==> src/rtl/alu_sequencer_if.sv <==
// Fetch handshake and ALU issue bus of the sequencer.
// master: fetch/ALU side, slave: the sequencer.
interface alu_sequencer_if;
  logic       instr_valid;
  logic [7:0] instr;
  logic       instr_ready;
  logic       en;
  logic [3:0] operation;
  logic [7:0] ac;
  logic [7:0] alu_out;

  modport master (
    output instr_valid, instr, alu_out,
    input  instr_ready, en, operation, ac
  );

  modport slave (
    input  instr_valid, instr, alu_out,
    output instr_ready, en, operation, ac
  );
endinterface

==> src/rtl/alu_sequencer.sv <==
// Instruction sequencer for the 8-bit ALU; owns AC.
// Ports: clk, rst (async low), bus (fetch+ALU), status outputs.
module alu_sequencer (
  input  logic       clk,
  input  logic       rst,
  alu_sequencer_if.slave bus,
  output logic       busy,
  output logic       halted,
  output logic       illegal,
  output logic       zero,
  output logic [7:0] retired
);

  typedef enum logic [2:0] {
    S_IDLE,
    S_DECODE,
    S_EXEC,
    S_WB,
    S_IMM,
    S_HALT
  } state_t;

  state_t     state;
  state_t     next;
  logic [3:0] ir;
  logic [3:0] op_q;
  logic [7:0] ac;
  logic       is_alu;
  logic       is_ldi;
  logic       is_nop;
  logic       is_halt;
  logic       is_bad;
  logic       retire;

  assign is_alu  = ir <= 4'd9;
  assign is_ldi  = ir == 4'hA;
  assign is_nop  = ir == 4'hB;
  assign is_halt = ir == 4'hC;
  assign is_bad  = ir >= 4'hD;

  always_ff @(posedge clk or negedge rst) begin
    if (!rst) state <= S_IDLE;
    else      state <= next;
  end

  always_comb begin
    next = state;
    unique case (state)
      S_IDLE: if (bus.instr_valid) next = S_DECODE;
      S_DECODE: begin
        unique case (1'b1)
          is_alu:  next = S_EXEC;
          is_ldi:  next = S_IMM;
          is_nop:  next = S_IDLE;
          is_halt: next = S_HALT;
          default: next = S_IDLE;
        endcase
      end
      S_EXEC: next = S_WB;
      S_WB:   next = S_IDLE;
      S_IMM:  if (bus.instr_valid) next = S_IDLE;
      S_HALT: next = S_HALT;
      default: next = S_IDLE;
    endcase
  end

  assign retire = (state == S_DECODE && (is_nop || is_halt))
               || (state == S_WB)
               || (state == S_IMM && bus.instr_valid);

  always_ff @(posedge clk or negedge rst) begin
    if (!rst) begin
      ir      <= 4'h0;
      op_q    <= 4'h0;
      ac      <= 8'h00;
      illegal <= 1'b0;
      retired <= 8'h00;
    end else begin
      if (state == S_IDLE && bus.instr_valid)
        ir <= bus.instr[7:4];
      // operation is loaded on entry to EXEC and then held
      if (state == S_DECODE && is_alu)
        op_q <= ir;
      if (state == S_DECODE && is_bad)
        illegal <= 1'b1;
      if (state == S_WB)
        ac <= bus.alu_out;
      else if (state == S_IMM && bus.instr_valid)
        ac <= bus.instr;
      if (retire)
        retired <= retired + 8'd1;
    end
  end

  assign bus.instr_ready = (state == S_IDLE)
                        || (state == S_IMM);
  assign bus.en        = state == S_EXEC;
  assign bus.operation = op_q;
  assign bus.ac        = ac;
  assign busy   = !(state == S_IDLE || state == S_HALT);
  assign halted = state == S_HALT;
  assign zero   = ac == 8'h00;

endmodule

==> src/flat_wrapper.sv <==
// flat-port wrapper written by rule: the top's interface ports become plain ports
module alu_sequencer_flat 
  (clk, rst, busy, halted, illegal, zero, retired, bus_instr_valid, bus_instr, bus_alu_out, bus_instr_ready, bus_en, bus_operation, bus_ac);
  alu_sequencer_if bus_i ();
  input  logic clk;
  input  logic rst;
  output logic busy;
  output logic halted;
  output logic illegal;
  output logic zero;
  output logic [7:0] retired;
  input wire logic [$bits(bus_i.instr_valid)-1:0] bus_instr_valid;
  input wire logic [$bits(bus_i.instr)-1:0] bus_instr;
  input wire logic [$bits(bus_i.alu_out)-1:0] bus_alu_out;
  output wire logic [$bits(bus_i.instr_ready)-1:0] bus_instr_ready;
  output wire logic [$bits(bus_i.en)-1:0] bus_en;
  output wire logic [$bits(bus_i.operation)-1:0] bus_operation;
  output wire logic [$bits(bus_i.ac)-1:0] bus_ac;
  assign bus_i.instr_valid = bus_instr_valid;
  assign bus_i.instr = bus_instr;
  assign bus_i.alu_out = bus_alu_out;
  assign bus_instr_ready = bus_i.instr_ready;
  assign bus_en = bus_i.en;
  assign bus_operation = bus_i.operation;
  assign bus_ac = bus_i.ac;
  alu_sequencer u_core (.clk(clk), .rst(rst), .bus(bus_i), .busy(busy), .halted(halted), .illegal(illegal), .zero(zero), .retired(retired));
endmodule
==> config.mk <==
export PLATFORM = sky130hd
export DESIGN_NAME = alu_sequencer_flat
export DESIGN_NICKNAME = d
export VERILOG_FILES = /design/src/rtl/alu_sequencer_if.sv /design/src/rtl/alu_sequencer.sv /design/src/flat_wrapper.sv
export SDC_FILE = /design/constraint.sdc
export NUM_CORES = 1
export LEC_CHECK = 0
export CAP_MARGIN = 20
export CORE_ASPECT_RATIO = 1.5
export CORE_MARGIN = 5
export CORE_UTILIZATION = 45
export DETAILED_ROUTE_END_ITERATION = 10
export PLACE_DENSITY_LB_ADDON = 0.05
export REMOVE_ABC_BUFFERS = 1
export SLEW_MARGIN = 20
export SYNTH_ARGS = -nofsm -noshare
export SYNTH_HDL_FRONTEND = slang
export SYNTH_SLANG_ARGS = --single-unit
==> constraint.sdc <==
create_clock -name clk -period 1.8 [get_ports clk]
set_input_delay 0.18 -clock clk [delete_from_list [all_inputs] [get_ports clk]]
set_output_delay 0.18 -clock clk [all_outputs]
set_load 0.01 [all_outputs]
# Yosys cells after proc, flatten, opt, wreduce, memory -nomap -nowiden
# Cells that the tools add are included.
[word_totals]
in_bits = 19
wordCells = 40
regBits = 28
output_inout_bits = 26
[op_classes]
n_eq_ne = 10
magnitude_cmp = 2
n_mux = 6
addsub = 1
n_reduce_logical = 15
[op_table]
columns = ["op", "count"]
rows = [
  ["2-to-1 mux 8 bit", 2],
  ["one-hot mux 3 bit (5 select lines)", 1],
  ["== test 4 bit (second input constant)", 3],
  ["one-hot mux 3 bit (3 select lines)", 1],
  ["adder 8 x 1 -> 8 bit (second input constant)", 1],
  ["logical NOT 8 bit", 1],
  ["== test 3 x 2 -> 1 bit (second input constant)", 2],
  ["== test 3 bit (second input constant)", 2],
  ["2-to-1 mux 3 bit", 2],
  ["logical AND 1 bit", 5],
  ["logical OR 1 bit", 5],
  [">= comparator 4 bit (second input constant)", 1],
  ["<= comparator 4 bit (second input constant)", 1],
  ["!= test 2 bit (second input constant)", 2],
  ["== test 3 x 1 -> 1 bit (second input constant)", 1],
  ["logical NOT 3 bit", 1],
  ["AND reduction 2 bit", 1],
  ["nonzero test 2 bit", 1],
  ["logical NOT 1 bit", 1],
]

# Logic depth before layout (Yosys ltp)
# Gate-level depths: netlist of the first run.
[logic_depth]
ltp_word = 5
ltp_mapped = 7

# Worst setup path before layout of the first run
# No wires, ideal clock.
[synth_timing]
kind = "flip-flop to flip-flop"
startpoint = "register u_core.ir[2]"
endpoint = "register u_core.retired[1]"
path_stages_with_launch = 6
setup_slack_ns = 0.324
path_buffers = 1
required_ns = 1.672
arrival_ns = 1.349
cell_sequence = "dfrtp_1 buf_4 and3b_1 o2111ai_4 nand2_1 mux2_1"
[synth_between]
elab_chain_cells = 5
elab_cells_between_ends = 6
cone_classes = "eq/ne (2); reduce/logical (4)"
[synth_lines]
columns = ["item", "line_no", "rtl"]
rows = [
  ["start, declared", "alu_sequencer.sv:25", "logic [3:0] ir;"],
  ["start signal, assigned", "alu_sequencer.sv:80", "ir <= bus.instr[7:4];"],
  ["== test 4 bit (on tied branches)", "alu_sequencer.sv:37, alu_sequencer.sv:38", ""],
  ["logical OR 1 bit *", "alu_sequencer.sv:67", "assign retire = (state == S_DECODE && (is_nop || is_halt))"],
  ["logical AND 1 bit *", "alu_sequencer.sv:67", ""],
  ["logical OR 1 bit *", "alu_sequencer.sv:68", "|| (state == S_WB)"],
  ["logical OR 1 bit *", "alu_sequencer.sv:69", "|| (state == S_IMM && bus.instr_valid);"],
  ["end signal, assigned", "alu_sequencer.sv:91", "retired <= retired + 8'd1;"],
  ["end, declared", "alu_sequencer.sv:11", "output logic [7:0] retired"],
]
# Every way passes the cells marked *; elsewhere a longest branch is shown, timed or not.
# A chain may end at the register's enable or synchronous reset.

# Final worst setup path of the first run
[layout_timing]
startpoint = "register u_core.ac[5], in the netlist u_core.bus.ac[5]"
endpoint = "output zero"
[layout_between]
elab_chain_cells = 1
[layout_lines]
columns = ["item", "line_no", "rtl"]
rows = [
  ["start, declared", "alu_sequencer.sv:27", "logic [7:0] ac;"],
  ["start signal, assigned", "alu_sequencer.sv:87", "ac <= bus.alu_out;"],
  ["start signal, assigned", "alu_sequencer.sv:89", "ac <= bus.instr;"],
  ["logical NOT 8 bit", "alu_sequencer.sv:102", "assign zero = ac == 8'h00;"],
  ["end, declared", "flat_wrapper.sv:10", "output logic zero;"],
]
# No other way between the ends.

==> metrics.txt, run 1 <==
routed vias/inst=5.179; placed cell areas=0.001888 mm2; Nets=200; drt first pass iters=4; worst vdd ir=1.213 mV; Detailed Place HPWL=2533 um; antenna viol nets, final=0; #FFs+latches synth=28; Root Driver=clkbuf_8; Seq/Total Area, Yosys=50.45%; Hold Violations, Final=0; TritonCTS Buffers=3; final setup TNS=0 ns; max-cap viol count=0; most area-consuming cells after synthesis=dfrtp_1 (50%), nand2_1 (4.9%), mux2_2 (4.9%), xor2_1 (4.4%), a21oi_1 (2.9%); Hold Slack=0.2835 ns; most frequent cells after synthesis=dfrtp_1 (28), nand2_1 (18), a21oi_1 (8); Die ar.=0.004320 mm2; first-iteration detailed-routing DRC count=32; Top Ports=45; number of global-route vias before repair=1237; CP required=1.62 ns; Worst slew margin=75.52%; max-slew violations=0; Clock Pin Slew Worst Setup and Hold Paths=0.10 ns; total number of vias=1129; Clk Latency, worst-skew pair=0.27 ns; filler cell count=270; internal power=2249 uW; Multi-input gate area=623.1 um2; crit start category=flip-flop; Hold Buf Count CTS=0; RSZ-0062 raised after global routing=false; reg-to-reg slack, setup=0.19 ns; routability cong.=0.7130; Comb power frac=49.7%; PD cells=1778 mW/mm2; Synth cell types=35; fin area=0.001979 mm2; Total GRT Usage=15.79%; post-synthesis async set-or-reset flop share=100.0%; cell with the most instances after synthesis=dfrtp_1; Critical Path Fanout Max=2; reg-to-reg critical path startpoint=u_core.ir[1]; share of cells above drive strength 1=16.20%; grt total ovfl=0; Cells after DPL=212; P_leak=0.0008349 uW; Final min period=1.738 ns; H-tree levels=1; Synth Instances=127; Hold WC Path Type=in -> async; Die Y=78.04 um; Starting Density=47.19%; first-pass GRT wire length=5637 um; Top FF cell, synth=dfrtp_1; worst-margin pin slew=0.3653 ns; clk_skew=0.008794 ns; input/output buffers=44; top cell type by total area after synthesis=dfrtp_1; CP Launch Point=u_core.bus.ac[5]; number of synthesized flops with an enable pin=0; Reg area=704.4 um2; worst slack at placement=0.08461 ns; ant diodes=0; Critical Path AT=1.56 ns; crit share post-route=96.55%; initial antenna violation count=0; clk buf depth=2; critical path class=reg -> out; sw frac=36.10%; part of the power in registers=36.2%; clock network power share=14.2%; syn_area_per_cell=10.94 um2; Yosys top cell area share=50.45%; status=finished clean; floorplan core area=0.002943 mm2; clk sink count=28; number of synthesis warnings=0; Net Sw Power=1271 uW; Final WS setup=0.06203 ns; Die Wd=55.36 um; CTS tree=done; Cell Rows=24; largest net degree at the start of global routing=29; Setup violations, final=0; DR DRC count=0; final wirelength=3314 um; Syn Std Cell Area=0.001389 mm2; fmax=0.5754 GHz; WL/cell=15.20 um; Worst setup EP type=output pin; Area Overhead vs Synth=42.52%; fin cells=218
[layer usage]
metal	wire (um)	vias up	share of wire, %	GRT usage, %
met5	0	-	0	0
met2	1785	29	54	29.15
met3	160	4	4.8	3.941
met4	28	0	0.84	4.623
met1	1339	551	40	17.73
li1	-	545	-	-
[power groups by stage]
stage | combinational, uW | clock [uW] | sequential (uW)
after detailed placement | 1730 | 0 | 1290
after global routing | 1910 | 531 | 1330
final | 1750 | 499 | 1270
after floorplan | 731 | 0 | 1340
after global placement | 1680 | 0 | 1270
after CTS | 1740 | 500 | 1280
[cell usage in the layout (no fill, tap or decap), types with 3 or more instances in the layout]
cell type and instances:
clkbuf_8 3, nor2_1 7, nand2b_1 6, o21ai_0 6
nand2_1 18, clkdlybuf4s50_1 42, buf_4 11, mux2i_1 4
a22oi_1 4, xor2_1 7, dfrtp_1 25, dfrtp_2 3
mux2_2 6, a21oi_1 8
[through the flow]
stage | power [uW] | utilization (%)
after floorplan | 2072 | -
after global placement | 2952 | 64.16
after detailed placement | 3018 | 64.16
after CTS | 3519 | 66.62
after global routing | 3772 | 67.26
final | 3520 | 67.26
[final cells by class]
class	instances	share of cell area, %
flip-flops and latches	28	35.59
multi-input cells	90	31.48
repair buffers	55	26.49
well taps	39	2.465
clock buffers	3	2.086
clock inverters	1	1.517
inverters	2	0.3793
[state kept, by name, indices dropped and copies added, names as in the netlist]
signal	flops
u_core.bus.ac	8
u_core.bus.operation	4
u_core.illegal	1
u_core.ir	4
u_core.retired	8
u_core.state	3
[worst max-delay path, cell delays in order (launching register included)]
cell and delay [ns]:
dfrtp_1 0.39, or4_1 0.52, nor2_1 0.11, dlygate4sd2_1 0.27
[path summary, 6_finish.rpt]
kind,to,cells past startpoint
max,zero,3
min,u_core.illegal,2
max reg2reg,u_core.retired[1],4
min reg2reg,u_core.retired[7],1
max in group asynchronous,u_core.state[2],2
min in group clk,u_core.bus.ac[3],3
[logic make-up (layout without fill, tap and decap cells)]
logic type / Yosys count / in the layout / share of synthesized area, %
flops: 28 / 28 / 50.45
mux: 11 / 11 / 8.558
fa+ha+maj: 1 / 1 / 0.9008
buf+inv: 9 / 61 / 4.684
xor+xnor: 9 / 9 / 5.676
compound gates: 23 / 23 / 11.62
simple gates: 46 / 46 / 18.11
[repair_timing]
item	in CTS	in global routing
gates resized for setup	3	2
buffers inserted	0	2
endpoints found under the setup margin	3	2
gates cloned	0	0
Power figures use the tool's default switching activity.
==> inputs of run 2 (changes only) <==
--- a/config.mk
+++ b/config.mk
@@ -5,12 +5,13 @@
 export SDC_FILE = /design/constraint.sdc
 export NUM_CORES = 1
 export LEC_CHECK = 0
+export ABC_AREA = 1
 export CAP_MARGIN = 20
 export CORE_ASPECT_RATIO = 1.5
 export CORE_MARGIN = 5
 export CORE_UTILIZATION = 45
 export DETAILED_ROUTE_END_ITERATION = 10
-export PLACE_DENSITY_LB_ADDON = 0.05
+export PLACE_DENSITY = 0.76
 export REMOVE_ABC_BUFFERS = 1
 export SLEW_MARGIN = 20
 export SYNTH_ARGS = -nofsm -noshare
==> metrics.txt, run 2 <==
critical path class=reg -> out (unchanged); drt first pass iters=4 (unchanged); antenna viol nets, final=0 (unchanged); mux share of post-synthesis cell area=0% (was 8.559%); Die Y=78.65 um (was 78.04 um); Net Sw Power=1209 uW (was 1271 uW); Die Wd=55.77 um (was 55.36 um); placed cell areas=0.001901 mm2 (was 0.001888 mm2); CP required=1.62 ns (about the same); Detailed Place HPWL=2503 um (was 2533 um); share of cells above drive strength 1=7.456% (was 16.20%); number of global-route vias before repair=1189 (was 1237); first-iteration detailed-routing DRC count=29 (was 32); filler cell count=260 (was 270); status=finished clean (unchanged); Critical Path Fanout Max=3 (was 2); RSZ-0062 raised after global routing=false (unchanged); max-slew violations=0 (unchanged); clk sink count=28 (unchanged); total number of vias=1318 (was 1129); max-cap viol count=0 (unchanged); number of synthesis warnings=0 (unchanged); Comb power frac=50.7% (was 49.7%); post-synthesis async set-or-reset flop share=100.0% (unchanged); Critical Path AT=1.40 ns (was 1.56 ns); clk_skew=0.003152 ns (was 0.008794 ns); Hold Buf Count CTS=0 (unchanged); Synth Instances=180 (was 127); Starting Density=45.66% (was 47.19%); PD cells=1513 mW/mm2 (was 1778 mW/mm2); final wirelength=3137 um (was 3314 um); Largest regs=u_core.bus.ac (8), u_core.retired (8) (unchanged); Most Used Layer, Global Route=met2 (unchanged); slowest CP cell=clkdlybuf4s50_1 (was or4_1); fin area=0.001968 mm2 (was 0.001979 mm2); most common cell after layout, fill and taps aside=nand2_1 (was clkdlybuf4s50_1); routing usage on met3=1.480% (was 3.941%); Clock Pin Slew Worst Setup and Hold Paths=0.09 ns (was 0.10 ns); commonest non-fill, non-tap cells in the layout=nand2_1 (60), clkdlybuf4s50_1 (40), dfrtp_1 (27) (was clkdlybuf4s50_1 (42), dfrtp_1 (25), nand2_1 (18)); grt total ovfl=0 (unchanged); clk buf depth=2 (unchanged); Worst slew margin=76.71% (was 75.52%); first-pass GRT wire length=5368 um (was 5637 um); routability cong.=0.8588 (was 0.7130); worst-margin pin slew=0.3493 ns (was 0.3653 ns); slowest cell delay on critical path=0.56 ns (was 0.52 ns); Top Ports=45 (unchanged); P_leak=0.0009985 uW (was 0.0008349 uW); #FFs+latches synth=28 (unchanged); TritonCTS Buffers=3 (unchanged); WL/cell=11.71 um (was 15.20 um); GRT met1 Usage=18.11% (was 17.73%); Worst setup EP type=output pin (unchanged); DR DRC count=0 (unchanged); Cell Rows=25 (was 24); Yosys top cell area share=49.56% (was 50.45%); Post-Synth Adder-Cell Area=0.8850% (was 0.9009%); cell with the most instances after synthesis=nand2_1 (was dfrtp_1); fmax=0.6317 GHz (was 0.5754 GHz); largest family of logic cells by synthesized area=simple AND/OR/NAND/NOR gates (unchanged); crit start category=flip-flop (unchanged); sw frac=40.62% (was 36.10%); Area Overhead vs Synth=39.20% (was 42.52%); top cell type by total area after synthesis=dfrtp_1 (unchanged); post-synthesis xor/xnor area fraction=1.858% (was 5.676%); largest net degree at the start of global routing=29 (unchanged); CTS tree=done (unchanged); ant diodes=0 (unchanged); initial antenna violation count=0 (unchanged); Seq/Total Area, Yosys=49.56% (was 50.45%); Compound-Gate Fraction of Synth Area=9.912% (was 11.62%); GR Util met2=27.37% (was 29.15%); final setup TNS=0 ns (unchanged); input/output buffers=44 (unchanged); crit share post-route=87.94% (was 96.55%); Hold Violations, Final=0 (unchanged); part of the power in registers=38.1% (was 36.2%); Clk Latency, worst-skew pair=0.27 ns (about the same); most frequent cells after synthesis=nand2_1 (62), dfrtp_1 (28), inv_1 (18), nor2_1 (18), nand3_1 (12) (was dfrtp_1 (28), nand2_1 (18), a21oi_1 (8)); Die ar.=0.004386 mm2 (was 0.004320 mm2); worst vdd ir=0.9570 mV (was 1.213 mV); Setup violations, final=0 (unchanged); Top FF cell, synth=dfrtp_1 (unchanged); Hold Slack=0.2769 ns (was 0.2835 ns); Nets=250 (was 200); routed vias/inst=4.918 (was 5.179); Cell Chain, Critical Path=nor2_1 -> clkdlybuf4s50_1 (was or4_1 -> nor2_1 -> dlygate4sd2_1); Hold WC Path Type=in -> async (unchanged); internal power=1768 uW (was 2249 uW); Final min period=1.583 ns (was 1.738 ns); clock network power share=11.1% (was 14.2%); Total GRT Usage=15.20% (was 15.79%); floorplan core area=0.003097 mm2 (was 0.002943 mm2); Syn Std Cell Area=0.001414 mm2 (was 0.001389 mm2); most area-consuming cells after synthesis=dfrtp_1 (50%), nand2_1 (16%), inv_1 (4.8%), nor2_1 (4.8%), nand3_1 (4.2%) (was dfrtp_1 (50%), nand2_1 (4.9%), mux2_2 (4.9%), xor2_1 (4.4%), a21oi_1 (2.9%)); syn_area_per_cell=7.855 um2 (was 10.94 um2); number of synthesized flops with an enable pin=0 (unchanged); H-tree levels=1 (unchanged); Simple-Gate Fraction of Synth Area=31.50% (was 18.11%); Synth cell types=24 (was 35); Root Driver=clkbuf_8 (unchanged)
run 2: cell types whose count changed in the layout (fill, tap and decap cells not counted), moves of 5 or more:
cell      previous run  this run
buf_4               11         2
inv_1                2        18
mux2_2               6         0
nand2_1             18        60
nand2b_1             6         0
nand3_1              2        12
nor2_1               7        17
o211ai_1             0         5
o21ai_0              6        11
xor2_1               7         1
run 2: through the flow:
step                total power (uW)  worst slack [ns]  instances  utilization, %
floorplan                       1950            0.6122        179               -
global placement                2631            0.3053        264           61.37
detailed placement              2659            0.2855        264           61.37
CTS                             2987         -0.007934        267           62.71
global route                    3234            0.1328        268           63.56
finish                          2977            0.2170        268           63.56
run 2: worst max-delay path, delay by kind of cell, from the launching register on:
family	cells	cell delay (ns)
simple gates	1	0.16
flops	1	0.41
buf+inv	1	0.56
run 2: cell type report:
class | count | area (um2) | area share [%]
Timing Repair Buffer | 46 | 465.4 | 23.65
Clock buffer | 3 | 41.29 | 2.098
Sequential cell | 28 | 701.9 | 35.66
Inverter | 20 | 77.57 | 3.942
Tap cell | 40 | 50.05 | 2.543
Multi-Input combinational cell | 131 | 631.9 | 32.10
run 2: power groups by stage:
stage	Clock [uW]	Combinational [uW]	Sequential, uW
5_1_grt	368	1680	1180
6_report	331	1510	1140
2_1_floorplan	0	764	1190
3_3_place_gp	0	1490	1140
3_5_place_dp	0	1510	1150
4_1_cts	335	1520	1140
run 2: cell families (layout without fill, tap and decap cells):
logic type | count (synthesis) | after routing
fa+ha+maj | 1 | 1
buf+inv | 21 | 69
compound gates | 25 | 25
flops | 28 | 28
xor+xnor | 3 | 3
simple gates | 102 | 102
run 2: repair_timing:
action,CTS,global route
buffers inserted,0,1
resized for setup,0,8
setup endpoints to repair,1,4
run 2: per-layer routing:
layer,part of all wire [%],wire [um]
met1,39,1211
met5,0,0
met2,56,1744
met4,1.5,46
met3,4.3,134
run 2: worst paths after layout:
| path | start | end | slack (ns) | cells after the start |
|---|---|---|---|---|
| max in group asynchronous | rst | u_core.state[2] | 1.25 | 2 |
| min in group clk | u_core.illegal | u_core.illegal | 0.46 | 1 |
| min reg2reg | u_core.illegal | u_core.illegal | 0.46 | 1 |
| min | rst | u_core.state[1] | 0.28 | 2 |
| max | u_core.state[1] | bus_instr_ready | 0.22 | 2 |
| max reg2reg | u_core.state[0] | u_core.retired[1] | 0.35 | 7 |
